### src/rtl/seg_scan_ctrl.sv
// Time-multiplexed 7-segment scan controller: double-buffered display word, blanking gap
// between digits, leading-zero suppression. Define SEG_PWM_EN to add a 4-bit brightness input.
module seg_scan_ctrl #(
  parameter int DIGITS    = 4,
  parameter int SCAN_DIV  = 12000,
  parameter int BLANK_CYC = 64
) (
  input  logic                  clk,
  input  logic                  rst,
  input  logic                  load_valid,
  output logic                  load_ready,
  input  logic [4*DIGITS-1:0]   load_data,
  input  logic [DIGITS-1:0]     load_dp,
  input  logic                  lz_suppress,
`ifdef SEG_PWM_EN
  input  logic [3:0]            brightness,
`endif
  output logic [3:0]            seg_data,
  output logic                  seg_dp,
  output logic                  seg_blank,
  output logic [DIGITS-1:0]     dig_sel,
  output logic                  frame_start
);

  localparam int CW = (SCAN_DIV > 1) ? $clog2(SCAN_DIV) : 1;
  localparam int IW = $clog2(DIGITS);

  typedef enum logic {ST_BLANK, ST_DRIVE} state_t;

  state_t              state;
  logic [CW-1:0]       cnt;
  logic [IW-1:0]       idx;
  logic [4*DIGITS-1:0] act_data;
  logic [DIGITS-1:0]   act_dp;
  logic [4*DIGITS-1:0] pend_data;
  logic [DIGITS-1:0]   pend_dp;
  logic                pend_full;

  logic                accept;
  logic [DIGITS-1:0]   lz_mask;
  logic                zero_run;
  logic                pwm_on;
  logic                lit;
  logic [3:0]          cur_nib;

  assign load_ready  = !pend_full;
  assign accept      = load_valid && load_ready;
  assign frame_start = (state == ST_BLANK) && (cnt == '0) && (idx == '0);

  // NOTE: sequential state uses non-blocking assignments so every register sees pre-edge values.
  always_ff @(posedge clk) begin
    if (rst) begin
      state     <= ST_BLANK;
      cnt       <= '0;
      idx       <= '0;
      act_data  <= '0;
      act_dp    <= '0;
      pend_full <= 1'b0;
    end else begin
      if (cnt == CW'(SCAN_DIV - 1)) begin
        cnt   <= '0;
        state <= ST_BLANK;
        idx   <= (idx == IW'(DIGITS - 1)) ? '0 : idx + 1'b1;
      end else begin
        cnt <= cnt + 1'b1;
        if (cnt == CW'(BLANK_CYC - 1))
          state <= ST_DRIVE;
      end

      // Active word only swaps at a frame boundary so a frame never mixes two words.
      if (frame_start && pend_full) begin
        act_data  <= pend_data;
        act_dp    <= pend_dp;
        pend_full <= 1'b0;
      end else if (accept) begin
        pend_full <= 1'b1;
      end
    end
  end

  // NOTE: the pending payload has no reset; pend_full alone decides whether it is meaningful.
  always_ff @(posedge clk) begin
    if (accept) begin
      pend_data <= load_data;
      pend_dp   <= load_dp;
    end
  end

  // NOTE: combinational logic uses blocking assignments with defaults first, so no latch is inferred.
  always_comb begin
    zero_run = 1'b1;
    lz_mask  = '0;
    for (int i = DIGITS - 1; i > 0; i--) begin
      zero_run   = zero_run && (act_data[4*i +: 4] == 4'h0) && !act_dp[i];
      lz_mask[i] = zero_run;
    end
  end

`ifdef SEG_PWM_EN
  localparam int PWM_D = (SCAN_DIV - BLANK_CYC) / 16;
  assign pwm_on = (int'(cnt) - BLANK_CYC) < ((int'(brightness) + 1) * PWM_D);
`else
  assign pwm_on = 1'b1;
`endif

  assign cur_nib = act_data[{idx, 2'b00} +: 4];
  assign lit     = (state == ST_DRIVE) && !(lz_suppress && lz_mask[idx]) && pwm_on;

  always_comb begin
    seg_data  = 4'h0;
    seg_dp    = 1'b0;
    seg_blank = 1'b1;
    dig_sel   = '1;
    if (lit) begin
      seg_data     = cur_nib;
      seg_dp       = act_dp[idx];
      seg_blank    = 1'b0;
      dig_sel[idx] = 1'b0;
    end
  end

endmodule

### config.mk
export PLATFORM = sky130hd
export DESIGN_NAME = seg_scan_ctrl
export DESIGN_NICKNAME = d
export VERILOG_FILES = /design/src/rtl/seg_scan_ctrl.sv
export SDC_FILE = /design/constraint.sdc
export NUM_CORES = 1
export LEC_CHECK = 0
export BUFFER_PORTS_ARGS = -buffer_cell sky130_fd_sc_hd__buf_2
export CORE_MARGIN = 2
export CORE_UTILIZATION = 57
export CTS_CLUSTER_SIZE = 16
export DETAILED_ROUTE_END_ITERATION = 16
export GPL_ROUTABILITY_DRIVEN = 0
export PLACE_DENSITY = 0.85
export SYNTH_ARGS = -nofsm -noshare
export SYNTH_HDL_FRONTEND = slang
export SYNTH_SLANG_ARGS = --single-unit
export TNS_END_PERCENT = 50
### constraint.sdc
create_clock -name clk -period 2.4 [get_ports clk]
set_input_delay 0.12 -clock clk [delete_from_list [all_inputs] [get_ports clk]]
set_output_delay 0.12 -clock clk [all_outputs]
set_load 0.01 [all_outputs]
### After elaboration in Yosys (flattened, before gate mapping)

Index checks and enable logic that the tools add are counted.

| cells by class | value |
|---|---|
| bitwise operators | 2 |
| reduce and logical (&&, ||, !) cells | 24 |
| equal/unequal tests | 3 |
| $add $sub $neg | 2 |
| order comparisons | 2 |
| muxes and demuxes | 11 |
| shift operators | 1 |

Operator list:

| cell | number |
|---|---|
| $shiftx 16x5->4 | 1 |
| $add 14x1->14 const B | 1 |
| $eq 14x14->1 const B | 1 |
| $eq 14x6->1 const B | 1 |
| $logic_not 14->1 | 1 |
| $logic_and 1x1->1 | 12 |
| $logic_not 4->1 | 3 |
| $mux 4 | 2 |
| $logic_not 1->1 | 5 |
| $mux 1 | 5 |
| $bmux 1 s2 | 2 |
| $not 4->4 | 1 |
| $reduce_or 2->1 | 2 |
| $lt 2x3->1 const B | 1 |
| $add 2x1->2 const B | 1 |
| $demux 1 s2 | 1 |
| $eq 2x2->1 const B | 1 |
| $ge 2x1->1 const B | 1 |
| $logic_not 2->1 | 1 |
| $mux 2 | 1 |
| $not 1->1 | 1 |

| word-level totals | value |
|---|---|
| flip-flop bits (word level) | 58 |
| logic and storage cells | 53 |
| output and inout port bits | 12 |
| input bits | 24 |

### Longest topological paths before layout

| logic depth | value |
|---|---|
| depth after elaboration | 12 |
| gate-level depth with buffers | 9 |
| gate-level depth less buffers | 6 |

### Worst setup path after synthesis

OpenSTA, ideal clock, no wires.

| timing | value |
|---|---|
| path type | register to register |
| start point | reg idx[1] |
| end point | reg act_data[0] |
| buffers on the path | 3 |
| cell stages (with the launch flop) | 10 |
| setup slack | 0.553 ns |
| arrival time | 1.727 ns |
| clock period less this slack | 1.847 ns |
| cell sequence | dfxtp_1 -> clkbuf_1 -> inv_1 -> ha_1 -> nor4b_1 -> and3_1 -> and3_1 -> clkbuf_2 -> buf_6 -> mux2i_1 |

| between the ends | value |
|---|---|
| word-level cells in the longest chain between the ends | 3 |

Ends and longest elaborated chain:

| what | RTL line | RTL |
|---|---|---|
| start: declaration | 32 | `logic [IW-1:0] idx;` |
| start signal: assignment | 63 | `idx <= (idx == IW'(DIGITS - 1)) ? '0 : idx + 1'b1;` |
| $logic_not 2->1 | 48 | `assign frame_start = (state == ST_BLANK) && (cnt == '0) && (idx == '0);` |
| $logic_and 1x1->1 | 48 |  |
| $logic_and 1x1->1 | 71 | `if (frame_start && pend_full) begin` |
| end signal: assignment | 72 | `act_data <= pend_data;` |
| end: declaration | 33 | `logic [4*DIGITS-1:0] act_data;` |

Every way passes these cells.
A chain may end at the register's enable or synchronous reset.

### Final worst setup path

| timing | value |
|---|---|
| start point | reg idx[0] |
| end point | out seg_blank |

| between the ends | value |
|---|---|
| word-level cells in the longest chain between the ends | 6 |

Ends and longest elaborated chain:

| what | RTL line | RTL |
|---|---|---|
| $bmux 1 s2 | 107 | `assign lit = (state == ST_DRIVE) && !(lz_suppress && lz_mask[idx]) && pwm_on;` |
| $mux 1 (implied by the code) | 107 |  |
| $logic_and 1x1->1 | 107 |  |
| $logic_not 1->1 | 107 |  |
| $logic_and 1x1->1 | 107 |  |
| $mux 1 | 114 | `if (lit) begin` |
| end: declaration | 20 | `output logic seg_blank,` |

Every way passes these cells. The select of a mux whose other input is x is not followed.

==> results summary <==
The flow ran to the end, and the final reports show no timing, DRC or antenna violations. No sink is reached through more buffers than the 2 on the longest clock path. In the layout the commonest cells are 40 x sky130_fd_sc_hd__nand2b_1, 38 x sky130_fd_sc_hd__dfxtp_1, 35 x sky130_fd_sc_hd__buf_2, 23 x sky130_fd_sc_hd__nor2_1, 22 x sky130_fd_sc_hd__mux2i_1. The worst register-to-register path ends at cnt[2]$_SDFF_PP0_. The TritonCTS clock tree is yes. In this run the remaining antenna-violating nets after routing total 0. The wire length reported by the detailed router is 4.92 mm.

The share of the yosys chip area belonging to registers came out at between 50% and 60%. The depth of the worst hold-timing path is 3. In this design, the largest share of critical-path delay is due to simple AND/OR/NAND/NOR gates. In this run the mean area of a mapped cell was 11.2 um2. The relative contribution of combinational cells to total power is under 10%. Counting every net in the synthesized netlist gives around 270. The synthesis-stage register bit count is 58. The setup violation total in the final timing report came out at 0. The worst min-delay path startpoint is load_valid. The endpoint required time on the critical path came out at ~2.3 ns. The post-synthesis instance area came out at about 2600 um2. The global-route congestion overflow total is 0. The worst setup slack for register-to-register paths came out at 0.56 ns.

The number of failing hold endpoints at the final stage was 0. The headroom to the max-slew limit came out at around 65%. The die covers a little over 5000 um2. The starting density of the core came out at 59.7%.

The total routing resource utilization after global routing is between 20% and 30%. The number of I/O port buffers is 35. The total negative slack came out at 0 ns. The critical path goes through buf_4 -> nor4b_1 -> nand4_1 -> a31o_2 -> nand2_1 -> buf_2. The pin count of the biggest net entering global routing came out at 46.

The clock insertion delay at the later pin of the skew report came out at between 0.3 and 0.4 ns. The most used flip-flop cell after synthesis is sky130_fd_sc_hd__dfxtp_1. The proportion of synthesized flip-flops having asynchronous set or reset came out at 0%. The core box area came out at 4410 um2. The number of fillers in the final layout is about 300. The distinct cell type count of the synthesized netlist is 34. The critical path class is reg2out. The die outline height came out at a little over 70 um.

The I/O pin total came out at 36. The static power due to leakage came out at about 1.2 nW. In the routed layout, each cell is associated on average with a via count of ~5.3. The count of inserted antenna diode cells is 0. The number of gates resized after cts is 0. The post-route netlist has between 20% and 30% of its cells at a drive strength greater than 1. The total of warnings raised by yosys is 0. Tracing the worst setup path back leads to its startpoint at idx[0]$_SDFFE_PP0P_. The count of routing violations after the opening detailed-route iteration came out at 120. The path class of the tightest hold or removal check is in2reg. The launch instance of the worst register-to-register path is cnt[4]$_SDFF_PP0_. The data arrival time of the worst path came out at 1.83 ns. The post-detailed-route DRC marker count is 0. The number of nets in the layout is about 320.

The maximum fanout along the worst path came out at 11. The max-slew violation count came to 0. The initial antenna violation count was 0.

Setup repair after global routing left no endpoint under its margin. The worst voltage drop across the vdd grid came out at roughly 420 uV. The library cell used most frequently in the layout, excluding fill and tap cells, is sky130_fd_sc_hd__nand2b_1. The number of synthesized flops with an enable pin is 20. The sequential cell area is 1360 um2. The clock network accounts for between 30% and 40% of the total power. The worst setup path is captured at an output pin. The slew at the pin with the worst max-slew slack came out at around 0.53 ns. The placed wire-length estimate after detailed placement is 3.20 mm.

The number of CTS-inserted buffers is 9. Counting both buffers and inverters, the worst setup path holds a total of 2. The critical-path cell with the highest stage delay is sky130_fd_sc_hd__dfxtp_1. The top achievable clock speed came out at between 500 and 600 MHz. The internal power of the cells totals 1.57 mW.

The worst reg-to-reg path cell count is 5. In the finished design, the share of the clock period the worst path needs comes to between 80 and 90%. The number of global-route vias before repair came to approximately 1,800. In this run the clock root is driven by a sky130_fd_sc_hd__clkbuf_8. The tree built by TritonCTS fans out to between 50 and 60 sinks. The tool flagged a number of max-cap violations equal to 0. In the final routed layout, each cell accounts on average for 14.0 um. The worst clock skew is 0.00647 ns. The area added between synthesis and finish came out at 22.1%.

Dividing total power by cell area gives a power density of roughly 640 nW/um2. The first global-routing pass estimated roughly 8.2 mm of wire. Net switching is a little under a quarter of the power.

The clock tree synthesis step divided the H-tree into 3 levels. The cell count after synthesis is 236. For hold timing, the worst endpoint is pend_full$_SDFFE_PP0P_.

The shortest clock period the worst path allows after layout is 1.95 ns. The worst setup path is launched from a flip-flop. The detailed-route via count is between 1,500 and 2,000.

The share of total power dissipated in sequential elements is 53.5%. In this run the core area contains 24 standard-cell rows. The maximum single-stage delay on the critical path came out at roughly 0.33 ns. The clock edge transition at the registers on the reported setup and hold paths is 0.07 ns. The area of combinational cells with multiple inputs came out at roughly 1200 um2. The total net switching power is about 0.5 mW. The number of detailed-route iterations in the first pass came out at 4. On the final layout, the worst hold slack is approximately 0.054 ns. The width of the die came out at ~72 um.
sequential cells by signal, indices dropped and copies added (netlist names):
name,count
act_dp,4
pend_full,1
state,1
act_data,16
pend_dp,4
pend_data,16
idx,2
cnt,14
synthesized netlist by cell type, types with 2 or more instances:
cell | instances | area [um2]
sky130_fd_sc_hd__mux4_2 | 5 | 113
sky130_fd_sc_hd__dfxtp_1 | 38 | 761
sky130_fd_sc_hd__buf_6 | 3 | 33.8
sky130_fd_sc_hd__and2_1 | 7 | 43.8
sky130_fd_sc_hd__xor2_1 | 7 | 61.3
sky130_fd_sc_hd__clkbuf_1 | 6 | 22.5
sky130_fd_sc_hd__a21oi_1 | 2 | 10.0
sky130_fd_sc_hd__or4_1 | 3 | 22.5
sky130_fd_sc_hd__nor3_1 | 3 | 15.0
sky130_fd_sc_hd__nand4_1 | 4 | 25.0
sky130_fd_sc_hd__edfxtp_1 | 20 | 601
sky130_fd_sc_hd__nor2_1 | 23 | 86.3
sky130_fd_sc_hd__mux2i_1 | 22 | 220
sky130_fd_sc_hd__nand2b_1 | 40 | 250
sky130_fd_sc_hd__nand3_1 | 12 | 60.1
sky130_fd_sc_hd__nor4b_1 | 2 | 17.5
sky130_fd_sc_hd__inv_1 | 6 | 22.5
sky130_fd_sc_hd__and4_1 | 2 | 17.5
sky130_fd_sc_hd__xnor2_1 | 4 | 35.0
sky130_fd_sc_hd__ha_1 | 6 | 75.1
sky130_fd_sc_hd__nand2_1 | 5 | 18.8
sky130_fd_sc_hd__buf_2 | 2 | 10.0
sky130_fd_sc_hd__and3_1 | 3 | 18.8
logic make-up (layout without fill, tap and decap cells):
| logic type | Yosys count | in the layout | synth area share [%] |
|---|---|---|---|
| AO/OA/AOI/OAI | 4 | 4 | 0.903 |
| XOR/XNOR | 11 | 11 | 3.66 |
| adder cells (fa/ha/maj) | 6 | 6 | 2.85 |
| buffers and inverters | 19 | 82 | 3.85 |
| flip-flops | 58 | 58 | 51.7 |
| multiplexers | 27 | 27 | 12.6 |
| AND/OR/NAND/NOR | 111 | 111 | 24.4 |
power groups by stage:
stage	clock network (mW)	registers (mW)	logic [mW]
after global placement	0	1.12	0.148
after CTS	0.801	1.10	0.180
after detailed placement	0	1.12	0.155
final	0.777	1.10	0.180
after global routing	0.839	1.10	0.198
after floorplan	0	1.11	0.113
layout make-up:
class | count | area share, %
clock buffer | 11 | 4.40
clock inverter | 5 | 0.933
inverter | 6 | 0.700
multi-input combinational | 159 | 36.4
sequential | 58 | 42.3
tap | 52 | 2.02
timing repair buffer | 60 | 13.2
worst register-to-register path: stages (launching register included):
cell and delay, ns:
sky130_fd_sc_hd__dfxtp_1 0.49, sky130_fd_sc_hd__or4b_4 0.52, sky130_fd_sc_hd__nor4_4 0.31, sky130_fd_sc_hd__or2_0 0.15, sky130_fd_sc_hd__buf_4 0.20, sky130_fd_sc_hd__nor2_1 0.07
metrics by stage:
step / setup slack (ns) / utilization [%] / power, mW / area [um2] / std cells
after floorplan: 0.553 / - / 1.22 / 2630 / 236
after global placement: 0.608 / 64.5 / 1.27 / 2850 / 315
after detailed placement: 0.552 / 64.5 / 1.28 / 2850 / 315
after CTS: 0.430 / 72.9 / 2.08 / 3220 / 351
after global routing: 0.315 / 72.9 / 2.14 / 3220 / 351
final: 0.453 / 72.9 / 2.06 / 3220 / 351
worst max path at each step:
stage,end,slack (ns),depth (start not counted)
3_5_place_dp,cnt[9]$_SDFF_PP0_,0.55,5
2_1_floorplan,act_data[0]$_SDFFE_PP0P_,0.55,9
3_3_place_gp,state$_SDFFE_PP0N_,0.61,5
5_1_grt,seg_blank,0.31,6
6_report,seg_blank,0.45,6
4_1_cts,seg_blank,0.43,6
what timing repair did:
item	CTS	global route
buffers inserted	0	0
hold buffers	20	0
hold endpoints to repair	20	0
routing by layer:
layer	vias to the layer above	GRT usage (%)	part of all wire, %
li1	927	-	-
met4	0	9.64	1.3
met5	-	0	0
met2	43	36.6	52
met1	877	24.2	42
met3	8	7.50	4.6
Power figures use the tool's default switching activity.
